===== config.mk =====
export PLATFORM = sky130hd
export DESIGN_NAME = game_flow_ctrl
export DESIGN_NICKNAME = d
export VERILOG_FILES = /design/src/rtl/game_pkg.sv /design/src/rtl/frame_timer.sv /design/src/rtl/game_flow_ctrl.sv
export SDC_FILE = /design/constraint.sdc
export NUM_CORES = 1
export LEC_CHECK = 0
export CAP_MARGIN = 20
export CORE_MARGIN = 2
export CORE_UTILIZATION = 30
export CTS_CLUSTER_DIAMETER = 80
export DETAILED_ROUTE_END_ITERATION = 8
export REMOVE_ABC_BUFFERS = 1
export SYNTH_ARGS = -nofsm -noshare
export SYNTH_HDL_FRONTEND = slang
export SYNTH_SLANG_ARGS = --single-unit

===== constraint.sdc =====
create_clock -name clk -period 2.6 [get_ports clk]
set_input_delay 0.52 -clock clk [delete_from_list [all_inputs] [get_ports clk]]
set_output_delay 0.52 -clock clk [all_outputs]
set_load 0.02 [all_outputs]

===== src/rtl/game_pkg.sv =====
// Shared definitions for the plane game sequencer: state encoding,
// parameter defaults and a saturating score helper.
package game_pkg;

  // Game sequencer states; the numeric encoding is visible on o_state.
  typedef enum logic [2:0] {
    ST_IDLE   = 3'd0,
    ST_PLAY   = 3'd1,
    ST_INVULN = 3'd2,
    ST_WIN    = 3'd3,
    ST_LOSE   = 3'd4
  } state_t;

  // Default parameter values for game_flow_ctrl.
  localparam int DEF_WIN_SCORE        = 10;
  localparam int DEF_START_LIVES      = 3;
  localparam int DEF_FIRE_COOLDOWN    = 12;
  localparam int DEF_INVULN_FRAMES    = 60;
  localparam int DEF_OVER_HOLD_FRAMES = 180;

  // Score increment that sticks at 255 instead of wrapping.
  function automatic logic [7:0] sat_inc8(input logic [7:0] v);
    return (v == 8'hFF) ? v : v + 8'd1;
  endfunction

endpackage


===== src/rtl/frame_timer.sv =====
// 8-bit loadable frame down-counter. A load always wins over a decrement
// in the same cycle; decrements stop at zero. o_zero flags an expired timer.
module frame_timer (
  input  logic       clk,
  input  logic       rst,
  input  logic       i_load,
  input  logic [7:0] i_load_val,
  input  logic       i_dec,
  output logic       o_zero
);

  logic [7:0] r_count;

  // Counter register: load has priority, decrement floors at zero.
  always_ff @(posedge clk or posedge rst) begin
    if (rst) begin
      r_count <= 8'd0;
    end else if (i_load) begin
      r_count <= i_load_val;
    end else if (i_dec && (r_count != 8'd0)) begin
      r_count <= r_count - 8'd1;
    end
  end

  assign o_zero = (r_count == 8'd0);

endmodule


===== src/rtl/game_flow_ctrl.sv =====
// Top-level game sequencer: IDLE/PLAY/INVULN/WIN/LOSE flow, score, lives,
// fire cooldown gating and round-start bullet re-arm pulse. All timers
// count frames on the one-clock i_vs_neg tick.
//
// Handshake note: there is no valid/ready flow here. Every input event is
// a one-clock pulse or a level whose rising edge is detected internally,
// and every output pulse (o_shoot_req, o_bullet_rst) is one clock wide,
// registered, and must be consumed by its receiver in that cycle.
//
// Optional feature macro: GAME_AUTOFIRE_EN. When defined, a held
// i_shoot_btn is a continuous fire trigger; otherwise only rising edges fire.
module game_flow_ctrl
  import game_pkg::*;
#(
  parameter int WIN_SCORE        = DEF_WIN_SCORE,
  parameter int START_LIVES      = DEF_START_LIVES,
  parameter int FIRE_COOLDOWN    = DEF_FIRE_COOLDOWN,
  parameter int INVULN_FRAMES    = DEF_INVULN_FRAMES,
  parameter int OVER_HOLD_FRAMES = DEF_OVER_HOLD_FRAMES
) (
  input  logic       clk,
  input  logic       rst,
  input  logic       i_vs_neg,
  input  logic       i_start_btn,
  input  logic       i_shoot_btn,
  input  logic       i_enemy_hit,
  input  logic       i_player_hit,
  output logic [2:0] o_state,
  output logic       o_play_en,
  output logic       o_bullet_rst,
  output logic       o_shoot_req,
  output logic [7:0] o_score,
  output logic [1:0] o_lives,
  output logic       o_flash
);

  localparam logic [7:0] LP_WIN_SCORE   = 8'(WIN_SCORE);
  localparam logic [1:0] LP_START_LIVES = 2'(START_LIVES);
  localparam logic [7:0] LP_COOLDOWN    = 8'(FIRE_COOLDOWN);
  localparam logic [7:0] LP_INVULN      = 8'(INVULN_FRAMES);
  localparam logic [7:0] LP_HOLD        = 8'(OVER_HOLD_FRAMES);

  // Registered state and datapath
  state_t     r_state;
  logic       r_start_d;
  logic       r_shoot_d;
  logic [7:0] r_score;
  logic [1:0] r_lives;
  logic [3:0] r_frame_cnt;
  logic       r_bullet_rst;
  logic       r_shoot_req;
  logic       r_play_en;
  logic       r_flash;

  // Combinational next values and events
  state_t     w_state_nxt;
  logic       w_start_rise;
  logic       w_shoot_rise;
  logic       w_fire_trig;
  logic       w_in_play;
  logic [7:0] w_score_inc;
  logic       w_win_hit;
  logic       w_round_start;
  logic       w_enter_invuln;
  logic       w_enter_over;
  logic       w_shoot_issue;
  logic [7:0] w_score_nxt;
  logic [1:0] w_lives_nxt;
  logic [3:0] w_frame_nxt;
  logic       w_play_en_nxt;
  logic       w_flash_nxt;
  logic       w_cd_load;
  logic [7:0] w_cd_load_val;
  logic       w_cd_zero;
  logic       w_invuln_zero;
  logic       w_hold_zero;

  // Input edge detection against last clock's sample
  assign w_start_rise = i_start_btn & ~r_start_d;
  assign w_shoot_rise = i_shoot_btn & ~r_shoot_d;

`ifdef GAME_AUTOFIRE_EN
  assign w_fire_trig = i_shoot_btn;
`else
  assign w_fire_trig = w_shoot_rise;
`endif

  assign w_in_play   = (r_state == ST_PLAY) || (r_state == ST_INVULN);
  assign w_score_inc = sat_inc8(r_score);
  // An enemy hit that reaches the threshold takes precedence over a player hit.
  assign w_win_hit   = w_in_play && i_enemy_hit && (w_score_inc >= LP_WIN_SCORE);
  assign w_frame_nxt = i_vs_neg ? (r_frame_cnt + 4'd1) : r_frame_cnt;

  // FSM state register
  always_ff @(posedge clk or posedge rst) begin
    if (rst) begin
      r_state <= ST_IDLE;
    end else begin
      r_state <= w_state_nxt;
    end
  end

  // FSM next-state logic and transition events
  always_comb begin
    w_state_nxt    = r_state;
    w_round_start  = 1'b0;
    w_enter_invuln = 1'b0;
    w_enter_over   = 1'b0;
    case (r_state)
      ST_IDLE: begin
        if (w_start_rise) begin
          w_state_nxt   = ST_PLAY;
          w_round_start = 1'b1;
        end
      end
      ST_PLAY: begin
        if (w_win_hit) begin
          w_state_nxt  = ST_WIN;
          w_enter_over = 1'b1;
        end else if (i_player_hit) begin
          if (r_lives <= 2'd1) begin
            w_state_nxt  = ST_LOSE;
            w_enter_over = 1'b1;
          end else begin
            w_state_nxt    = ST_INVULN;
            w_enter_invuln = 1'b1;
          end
        end
      end
      ST_INVULN: begin
        if (w_win_hit) begin
          w_state_nxt  = ST_WIN;
          w_enter_over = 1'b1;
        end else if (w_invuln_zero) begin
          w_state_nxt = ST_PLAY;
        end
      end
      ST_WIN, ST_LOSE: begin
        // Edges during the hold are simply lost; nothing is queued.
        if (w_start_rise && w_hold_zero) begin
          w_state_nxt   = ST_PLAY;
          w_round_start = 1'b1;
        end
      end
      default: begin
        w_state_nxt = ST_IDLE;
      end
    endcase
  end

  // FSM output logic: next values of score, lives, fire and display outputs
  always_comb begin
    w_score_nxt   = r_score;
    w_lives_nxt   = r_lives;
    w_shoot_issue = 1'b0;
    if (w_round_start) begin
      w_score_nxt = 8'd0;
      w_lives_nxt = LP_START_LIVES;
    end else begin
      if (w_in_play && i_enemy_hit) begin
        w_score_nxt = w_score_inc;
      end
      if ((r_state == ST_PLAY) && i_player_hit && !w_win_hit && (r_lives != 2'd0)) begin
        w_lives_nxt = r_lives - 2'd1;
      end
    end
    if (w_in_play && w_fire_trig && w_cd_zero) begin
      w_shoot_issue = 1'b1;
    end
    w_play_en_nxt = (w_state_nxt == ST_PLAY) || (w_state_nxt == ST_INVULN);
    w_flash_nxt   = (w_state_nxt == ST_INVULN) && w_frame_nxt[3];
  end

  // Datapath and registered output updates
  always_ff @(posedge clk or posedge rst) begin
    if (rst) begin
      r_start_d    <= 1'b0;
      r_shoot_d    <= 1'b0;
      r_score      <= 8'd0;
      r_lives      <= LP_START_LIVES;
      r_frame_cnt  <= 4'd0;
      r_bullet_rst <= 1'b0;
      r_shoot_req  <= 1'b0;
      r_play_en    <= 1'b0;
      r_flash      <= 1'b0;
    end else begin
      r_start_d    <= i_start_btn;
      r_shoot_d    <= i_shoot_btn;
      r_score      <= w_score_nxt;
      r_lives      <= w_lives_nxt;
      r_frame_cnt  <= w_frame_nxt;
      r_bullet_rst <= w_round_start;
      r_shoot_req  <= w_shoot_issue;
      r_play_en    <= w_play_en_nxt;
      r_flash      <= w_flash_nxt;
    end
  end

  // Cooldown clears at round start and reloads on every issued shot.
  assign w_cd_load     = w_round_start | w_shoot_issue;
  assign w_cd_load_val = w_round_start ? 8'd0 : LP_COOLDOWN;

  frame_timer u_cooldown (
    .clk        (clk),
    .rst        (rst),
    .i_load     (w_cd_load),
    .i_load_val (w_cd_load_val),
    .i_dec      (i_vs_neg),
    .o_zero     (w_cd_zero)
  );

  frame_timer u_invuln (
    .clk        (clk),
    .rst        (rst),
    .i_load     (w_enter_invuln),
    .i_load_val (LP_INVULN),
    .i_dec      (i_vs_neg),
    .o_zero     (w_invuln_zero)
  );

  frame_timer u_hold (
    .clk        (clk),
    .rst        (rst),
    .i_load     (w_enter_over),
    .i_load_val (LP_HOLD),
    .i_dec      (i_vs_neg),
    .o_zero     (w_hold_zero)
  );

  assign o_state      = r_state;
  assign o_play_en    = r_play_en;
  assign o_bullet_rst = r_bullet_rst;
  assign o_shoot_req  = r_shoot_req;
  assign o_score      = r_score;
  assign o_lives      = r_lives;
  assign o_flash      = r_flash;

endmodule


-- After elaboration in Yosys (flattened, before gate mapping)
Index checks and enable logic that the tools add are counted.
W data, S select, Z words.
- register bits: 47
- input port bits: 7
- output and inout port bits: 17
- word-level logic and storage cells: 97
- $add $sub $neg: 6
- $lt $le $gt $ge: 2
- equal/unequal tests: 7
- multiplexer cells: 34
- bitwise operators: 5
- reduce and logical (&&, ||, !) cells: 29
- operators with widths (kind ; count):
    $mux W8 ; 9
    $logic_not A8 Y1 ; 3
    $reduce_bool A8 Y1 ; 3
    $sub A8 B1 Y8 const B ; 3
    $mux W3 ; 7
    $logic_and A1 B1 Y1 ; 12
    $pmux W3 S4 ; 1
    $reduce_bool A2 Y1 ; 6
    $mux W1 ; 11
    $eq A3 B2 Y1 const B ; 3
    $add A8 B1 Y8 const B ; 1
    $eq A8 B8 Y1 const B ; 1
    $ge A8 B4 Y1 const B ; 1
    $mux W4 ; 2
    $eq A3 B1 Y1 const B ; 2
    $add A4 B1 Y4 const B ; 1
    $mux W2 ; 2
    $pmux W1 S2 ; 2
    $eq A3 B3 Y1 const B ; 1
    $logic_not A3 Y1 ; 1
    $and A1 B1 Y1 ; 2
    $le A2 B1 Y1 const B ; 1
    $logic_or A1 B1 Y1 ; 2
    $not A1 Y1 ; 2
    4 further kinds ; 4

-- Logic depth before layout (Yosys ltp)
Gate-level depths: netlist of run 1.
- depth after elaboration: 9
- depth in mapped cells: 8
- gate-level depth less buffers: 8

-- Modules after synthesis
Synthesis of run 1 repeated with hierarchy kept, for this count alone.
- cell total of the unflattened synthesis: 307
- area total of the unflattened synthesis: 2835.2 µm²
- by module, submodules not included (module ; times used ; cells each ; area each (µm²) ; sequential area each (µm²)):
    frame_timer ; 3 ; 53 ; 495.5 ; 200.2
    game_flow_ctrl ; 1 ; 148 ; 1348.8 ; 578.1

-- Worst setup path before layout of run 1
Ideal clock, no wire load.
- kind: register to register
- start point: register u_invuln.r_count[3]
- end point: register r_flash, in the netlist o_flash
- library setup time: 122 ps
- arrival: 1942 ps
- data required time: 2478 ps
- slack: 536 ps
- cell stages (with the launch flop): 6
- path buffers: 0
- clock period less this slack: 2064 ps
- path through: dfrtp_1 -> or4_4 -> or3_4 -> a221oi_4 -> a21oi_1 -> o2111a_1
- cells in the longest elaborated chain, start to end: 6
- RTL lines (item ; RTL line ; RTL):
    start: declaration ; frame_timer.sv:12 ; logic [7:0] r_count;
    start signal: assignment ; frame_timer.sv:19 ; r_count <= i_load_val;
    start signal: assignment ; frame_timer.sv:21 ; r_count <= r_count - 8'd1;
    $logic_not A8 Y1 ; frame_timer.sv:25 ; assign o_zero = (r_count == 8'd0);
    $mux W3 ; game_flow_ctrl.sv:134 ; end else if (w_invuln_zero) begin
    $mux W3 ; game_flow_ctrl.sv:131 ; if (w_win_hit) begin
    $pmux W3 S4 ; game_flow_ctrl.sv:109 ; case (r_state)
    $eq A3 B2 Y1 ; game_flow_ctrl.sv:171 ; w_flash_nxt = (w_state_nxt == ST_INVULN) && w_frame_nxt[3];
    $logic_and A1 B1 Y1 ; game_flow_ctrl.sv:171 ;
    named net w_flash_nxt ; game_flow_ctrl.sv:71 ; logic w_flash_nxt;
    end signal: assignment ; game_flow_ctrl.sv:195 ; r_flash <= w_flash_nxt;
    end: declaration ; game_flow_ctrl.sv:53 ; logic r_flash;
The timed path passes the listed nets, and every way through them passes these cells.
A chain may end at the register's enable or synchronous reset.

-- Worst setup path in the final report of run 1
- start point: register u_hold.r_count[0]
- end point: register u_cooldown.r_count[6]
- cells in the longest elaborated chain, start to end: 6
- elaborated cells on any way between the ends: 7
- those cells by class: 3 x mux; 1 x bitwise; 3 x reduce/logical
- RTL lines (item ; RTL line ; RTL):
    start: declaration ; frame_timer.sv:12 ;
    start signal: assignment ; frame_timer.sv:19 ;
    start signal: assignment ; frame_timer.sv:21 ;
    $logic_not A8 Y1 * ; frame_timer.sv:25 ;
    $logic_and A1 B1 Y1 * ; game_flow_ctrl.sv:140 ; if (w_start_rise && w_hold_zero) begin
    $mux W1 * ; game_flow_ctrl.sv:140 ;
    $pmux W1 S2 * ; game_flow_ctrl.sv:109 ;
    $or A1 B1 Y1 * ; game_flow_ctrl.sv:200 ; assign w_cd_load = w_round_start | w_shoot_issue;
    $mux W8 or $reduce_bool A2 Y1 (tied branches) ; -- ;
    end signal: assignment ; frame_timer.sv:19 ;
    end signal: assignment ; frame_timer.sv:21 ;
    end: declaration ; frame_timer.sv:12 ;
Mark *: on every way between the ends. The rest lies on a longest branch, timed or not.

==> flow_metrics.tcl, run 1 <==
set metrics [dict create \
    status "completed" \
    hp-class "reg2reg" \
    seq_power_share_pct 40.2 \
    cts_tree "yes" \
    ys_seq_area_share_pct 45.1 \
    async_flop_share_pct 100 \
    yosysTopAreaCellShare_pct 43.1 \
    mostFrequentLayoutCell "dfrtp_1" \
    grt_use_met1_pct 15.3 \
    routed_wl_um 5450 \
    routabilityCongestion 0.793 \
    dp_hpwl_um 4200 \
    reg2reg_depth 7 \
    ys.flop_type "dfrtp_1" \
    slew_headroom_pct 60.2 \
    use_met2_pct 20.6 \
    io_pins 24 \
    core_area_um2 8590 \
    clock_path_buffers 2 \
    fp-row-count 34 \
    grt_max_degree 25 \
    drive_gt1_share_pct 10.4 \
    grt_pass1_wl_um 9380 \
    synth.distinct_cells 60 \
    port-buffer-count 23 \
    placed_cell_area_um2 2990 \
    power_density_nw_per_um2 1090 \
    placed_cells 399 \
    leakage_nw 1.31 \
    area_growth_pct 18.4 \
    vias 2006 \
    yosysTopAreaCell "dfrtp_1" \
    post_cts_buffers 0 \
    synth_edf_count 0 \
    numCtsBuffers 5 \
    dieHeight_um 97.4 \
    tns_ps 0 \
    finalNonFillerCells 407 \
    synth_area_leaders "dfrtp_1 (43%), nor2_1 (4.9%), xor2_1 (4.7%)" \
    clock_skew_ps 6.72 \
    dr.pass1.iters 4 \
    rsz0062_at_grt "no" \
    grt-busiest-layer "met2" \
    cts_max_level 2 \
    period_share_pct 85.1 \
    grt_overflow 0 \
    antenna_found_initial 0 \
    nets 314 \
    cp.arrival_ps 2390 \
    reg2reg_setup_slack_ps 390 \
    cp-start-kind "register" \
    cts_sinks 47 \
    ant_nets 0 \
    fin_util_pct 36.0 \
    clk_latency_ps 300 \
    synth_area_per_cell_um2 9.79 \
    via_per_inst 4.93 \
    ir_worst_vdd_mv 0.300 \
    crit_end "u_cooldown.r_count[6]$_DFFE_PP0P_" \
    final_cell_mix "dfrtp_1 (45), nor2_1 (34), nand2_1 (23), clkdlybuf4s50_1 (23), xor2_1 (14)" \
    diodes 0 \
    wl_per_cell_um 13.4 \
    p_sw_mw 1.39 \
    ys_warn_count 0 \
    p_sw_share_pct 41.1 \
    path_max_fanout 6 \
    power_mw 3.37 \
    syn_inst 267 \
    hold_buffers 0 \
    fin_area_um2 3100 \
    worstPathRequired_ps 2780 \
    end_kind "register" \
    critPathLaunch "u_hold.r_count[0]$_DFFE_PP0P_" \
    setup_viol 0 \
    r2r-end "u_cooldown.r_count[6]$_DFFE_PP0P_" \
    critical_path_class "reg2reg" \
    slew_viol_final 0 \
    synth-seq-cells 47 \
    max_clock_freq_ghz 0.452 \
    p_comb_share_pct 45.3 \
    dp_slack_ps 211 \
    fill_cells 872 \
    root_buffer "clkbuf_8" \
    grt_pass1_vias 1958 \
    layout_setup_ws_ps 388 \
    dieWidth_um 97.4 \
    timing.hold.ws_ps 486 \
    hold_violations 0 \
    internal-power_mw 1.99 \
    worst_pin_slew_ps 591 \
    grt.total_usage_pct 12.0 \
    cap_violations 0 \
    clock_power_share_pct 14.5 \
    ctsResizeCount 0 \
    drtIter0Drc 81 \
    reg2reg_from "u_hold.r_count[0]$_DFFE_PP0P_" \
    met3_usage_pct 2.30 \
    die_area_um2 9480 \
    period_needed_ps 2210 \
    clk_pin_slew_ps 90 \
    drc_errors 0 \
    start_util_pct 30.4 \
    syn-cell-area_um2 2620 \
]
-- flip-flops by register name (all words and copies together), names as in the netlist --
signal	count
o_flash	1
r_shoot_d	1
u_invuln.r_count	8
u_hold.r_count	8
r_frame_cnt	4
o_state	3
o_shoot_req	1
o_bullet_rst	1
o_lives	2
u_cooldown.r_count	8
r_start_d	1
o_play_en	1
o_score	8
-- power groups by stage --
stage | clock network (mW) | registers, mW | logic [mW]
6_report | 0.490 | 1.36 | 1.53
5_1_grt | 0.537 | 1.41 | 1.72
4_1_cts | 0.505 | 1.36 | 1.55
3_5_place_dp | 0 | 1.38 | 1.54
3_3_place_gp | 0 | 1.36 | 1.51
2_1_floorplan | 0 | 1.40 | 0.985
-- worst min path at each step --
stage | from | end | slack (ps) | depth (start not counted)
final | r_frame_cnt[2]$_DFFE_PP0P_ | r_frame_cnt[2]$_DFFE_PP0P_ | 490 | 1
after global routing | r_frame_cnt[3]$_DFF_PP0_ | r_frame_cnt[3]$_DFF_PP0_ | 520 | 1
after CTS | r_frame_cnt[2]$_DFFE_PP0P_ | r_frame_cnt[2]$_DFFE_PP0P_ | 490 | 1
after detailed placement | r_frame_cnt[2]$_DFFE_PP0P_ | r_frame_cnt[2]$_DFFE_PP0P_ | 470 | 1
after global placement | r_frame_cnt[2]$_DFFE_PP0P_ | r_frame_cnt[2]$_DFFE_PP0P_ | 470 | 1
after floorplan | r_frame_cnt[3]$_DFF_PP0_ | r_frame_cnt[3]$_DFF_PP0_ | 440 | 1
-- cell families after synthesis --
group | after synthesis | synth area share (%)
buffers and inverters | 21 | 4.16
adder cells (fa/ha/maj) | 9 | 4.31
multiplexers | 5 | 2.01
flip-flops | 47 | 45.1
XOR/XNOR | 25 | 8.37
AO/OA/AOI/OAI | 49 | 14.5
AND/OR/NAND/NOR | 111 | 21.6
-- worst max-delay path, stage by stage, from the launching register on --
cell	delay (ps)
dfrtp_1	400
inv_1	90
ha_1	170
or3b_2	500
o21ai_0	250
a22oi_1	170
o21ai_1	400
nor2_1	110
-- per-layer routing --
layer / up-vias / wire [µm]
met4: 0 / 81
met5: - / 0
met1: 962 / 2550
met2: 25 / 2690
li1: 1012 / -
met3: 7 / 138
-- synthesized netlist by cell type (2+ instances only) --
| cell | number |
|---|---|
| nor2_1 | 34 |
| buf_6 | 2 |
| dfrtp_1 | 45 |
| nor3_1 | 8 |
| o211a_1 | 2 |
| nand3_1 | 9 |
| and2_1 | 2 |
| nand2b_1 | 3 |
| nand4_1 | 5 |
| o211ai_1 | 4 |
| inv_1 | 14 |
| dfstp_2 | 2 |
| a211oi_1 | 4 |
| or4_1 | 3 |
| xnor2_1 | 11 |
| o2111ai_1 | 3 |
| ha_1 | 9 |
| nor3b_1 | 2 |
| and3_1 | 4 |
| a21oi_1 | 9 |
| nand2_1 | 23 |
| a22oi_1 | 2 |
| xor2_1 | 14 |
| nor2b_1 | 2 |
| nor4_1 | 3 |
| mux2_2 | 2 |
| o21ai_0 | 8 |
| mux2i_1 | 3 |
| a211o_1 | 3 |
| or3_1 | 2 |
-- layout make-up --
cell class | count | area (µm²) | share of cell area (%)
multi-input combinational | 199 | 1330 | 42.9
sequential | 47 | 1180 | 38.1
timing repair buffer | 30 | 295 | 9.54
tap | 108 | 135 | 4.36
clock buffer | 7 | 96.3 | 3.11
inverter | 15 | 56.3 | 1.82
clock inverter | 1 | 7.51 | 0.242
Power figures use the tool's default switching activity.
==> inputs of run 2 (changes only) <==
Settings changed: CORE_MARGIN 2 to 4.
==> flow_metrics.tcl, run 2 (synthesis gave the netlist of run 1 again) <==
set metrics [dict create \
    status "completed" \
    tns_ps 0 \
    clock_skew_ps 12.0 \
    area_growth_pct 17.5 \
    ant_nets 0 \
    reg2reg_setup_slack_ps 310 \
    period_needed_ps 2290 \
    routabilityCongestion 0.816 \
    numCtsBuffers 5 \
    via_per_inst 4.99 \
    diodes 0 \
    drive_gt1_share_pct 10.7 \
    rsz0062_at_grt "no" \
    power_density_nw_per_um2 1090 \
    path_max_fanout 6 \
    path_cells "inv_1, ha_1, or3b_2, o21ai_0, a22oi_1, o21ai_1, nor2_1" \
    setup_viol 0 \
    dp_hpwl_um 4360 \
    slew_viol_final 0 \
    mostFrequentLayoutCell "dfrtp_1" \
    routed_wl_um 5740 \
    worstPathRequired_ps 2780 \
    core_area_um2 8340 \
    cp.arrival_ps 2460 \
    die_area_um2 10300 \
    max_clock_freq_ghz 0.437 \
    drtIter0Drc 90 \
    cp-start-kind "register" \
    ir_worst_vdd_mv 0.281 \
    dieHeight_um 101 \
    clk_latency_ps 300 \
    cap_violations 0 \
    cts_max_level 2 \
    nets 315 \
    hold_violations 0 \
    cts_tree "yes" \
    post_cts_buffers 0 \
    start_util_pct 31.4 \
    grt.total_usage_pct 11.7 \
    antenna_found_initial 0 \
    io_pins 24 \
    final_cell_mix "dfrtp_1 (45), nor2_1 (34), nand2_1 (23), clkdlybuf4s50_1 (23), xor2_1 (14)" \
    power_mw 3.36 \
    period_share_pct 87.9 \
    worst_pin_slew_ps 583 \
    fill_cells 856 \
    drc_errors 0 \
    grt_pass1_wl_um 9470 \
    critical_path_class "reg2reg" \
    grt_overflow 0 \
    wl_per_cell_um 14.2 \
    vias 2020 \
    fp-row-count 33 \
    dieWidth_um 101 \
    end_kind "register" \
    hold_buffers 0 \
    slew_headroom_pct 60.8 \
    port-buffer-count 23 \
    crit_slowest_cell "or3b_2" \
    leakage_nw 1.31 \
    cts_sinks 47 \
    grt_pass1_vias 1946 \
    grt_max_degree 22 \
    seq_area_um2 1180 \
    dr.pass1.iters 4 \
    clk_pin_slew_ps 100 \
    ctsResizeCount 0 \
    root_buffer "clkbuf_8" \
    hp-class "reg2reg" \
    cpPeakStageDelay_ps 500 \
    timing.hold.ws_ps 495 \
    multi_input_area_um2 1330 \
    clock_path_buffers 2 \
]
-- run 2: cell count changes in the layout (fill, tap and decap cells not counted) --
cell	before	now
clkbuf_8	7	5
buf_12	1	0
inv_6	0	1
clkinv_2	0	2
buf_4	6	8
clkinvlp_4	1	0
-- run 2: worst paths after layout --
kind | from | end | cells after the start
worst max-delay path | u_hold.r_count[0]$_DFFE_PP0P_ | u_cooldown.r_count[7]$_DFFE_PP0P_ | 7
max in group asynchronous | rst | o_lives[1]$_DFFE_PP1P_ | 3
worst max register to register | u_hold.r_count[0]$_DFFE_PP0P_ | u_cooldown.r_count[7]$_DFFE_PP0P_ | 7
worst min-delay path | r_frame_cnt[2]$_DFFE_PP0P_ | r_frame_cnt[2]$_DFFE_PP0P_ | 1
min in group asynchronous | rst | u_cooldown.r_count[1]$_DFFE_PP0P_ | 2
worst min register to register | r_frame_cnt[2]$_DFFE_PP0P_ | r_frame_cnt[2]$_DFFE_PP0P_ | 1
-- run 2: cell type report --
cell class | count | area share (%)
clock buffer | 5 | 2.24
clock inverter | 3 | 0.611
tap | 105 | 4.28
timing repair buffer | 31 | 9.45
sequential | 47 | 38.4
inverter | 15 | 1.83
multi-input combinational | 199 | 43.2
-- run 2: routing by layer --
| metal | vias to the layer above | share of wire [%] | track usage, % |
|---|---|---|---|
| met1 | 978 | 46 | 14.5 |
| met5 | - | 0 | 0 |
| li1 | 1011 | - | - |
| met2 | 23 | 50 | 19.4 |
| met4 | 0 | 2.1 | 5.21 |
| met3 | 8 | 2.1 | 2.48 |
-- run 2: critical path: cells and delay by family, from the launching register on --
family	cells	cell delay, ps
compound gates	3	860
fa+ha+maj	1	190
buf+inv	1	100
flops	1	410
simple gates	2	610
-- run 2: stage by stage --
step / cell area [µm²] / setup slack, ps / instances / util (%)
after floorplan: 2560 / 529 / 261 / -
after global placement: 2980 / 292 / 397 / 35.8
after detailed placement: 2980 / 273 / 397 / 35.8
after CTS: 3070 / 311 / 405 / 36.8
after global routing: 3070 / 164 / 405 / 36.8
final: 3070 / 314 / 405 / 36.8
-- run 2: report_power, final --
part           internal (mW)  switching [mW]  total (mW)  leakage (nW)
logic                  0.717           0.831        1.55         0.687
registers               1.03           0.330        1.36         0.570
clock network          0.190           0.257       0.447        0.0483
total                   1.94            1.42        3.36          1.31
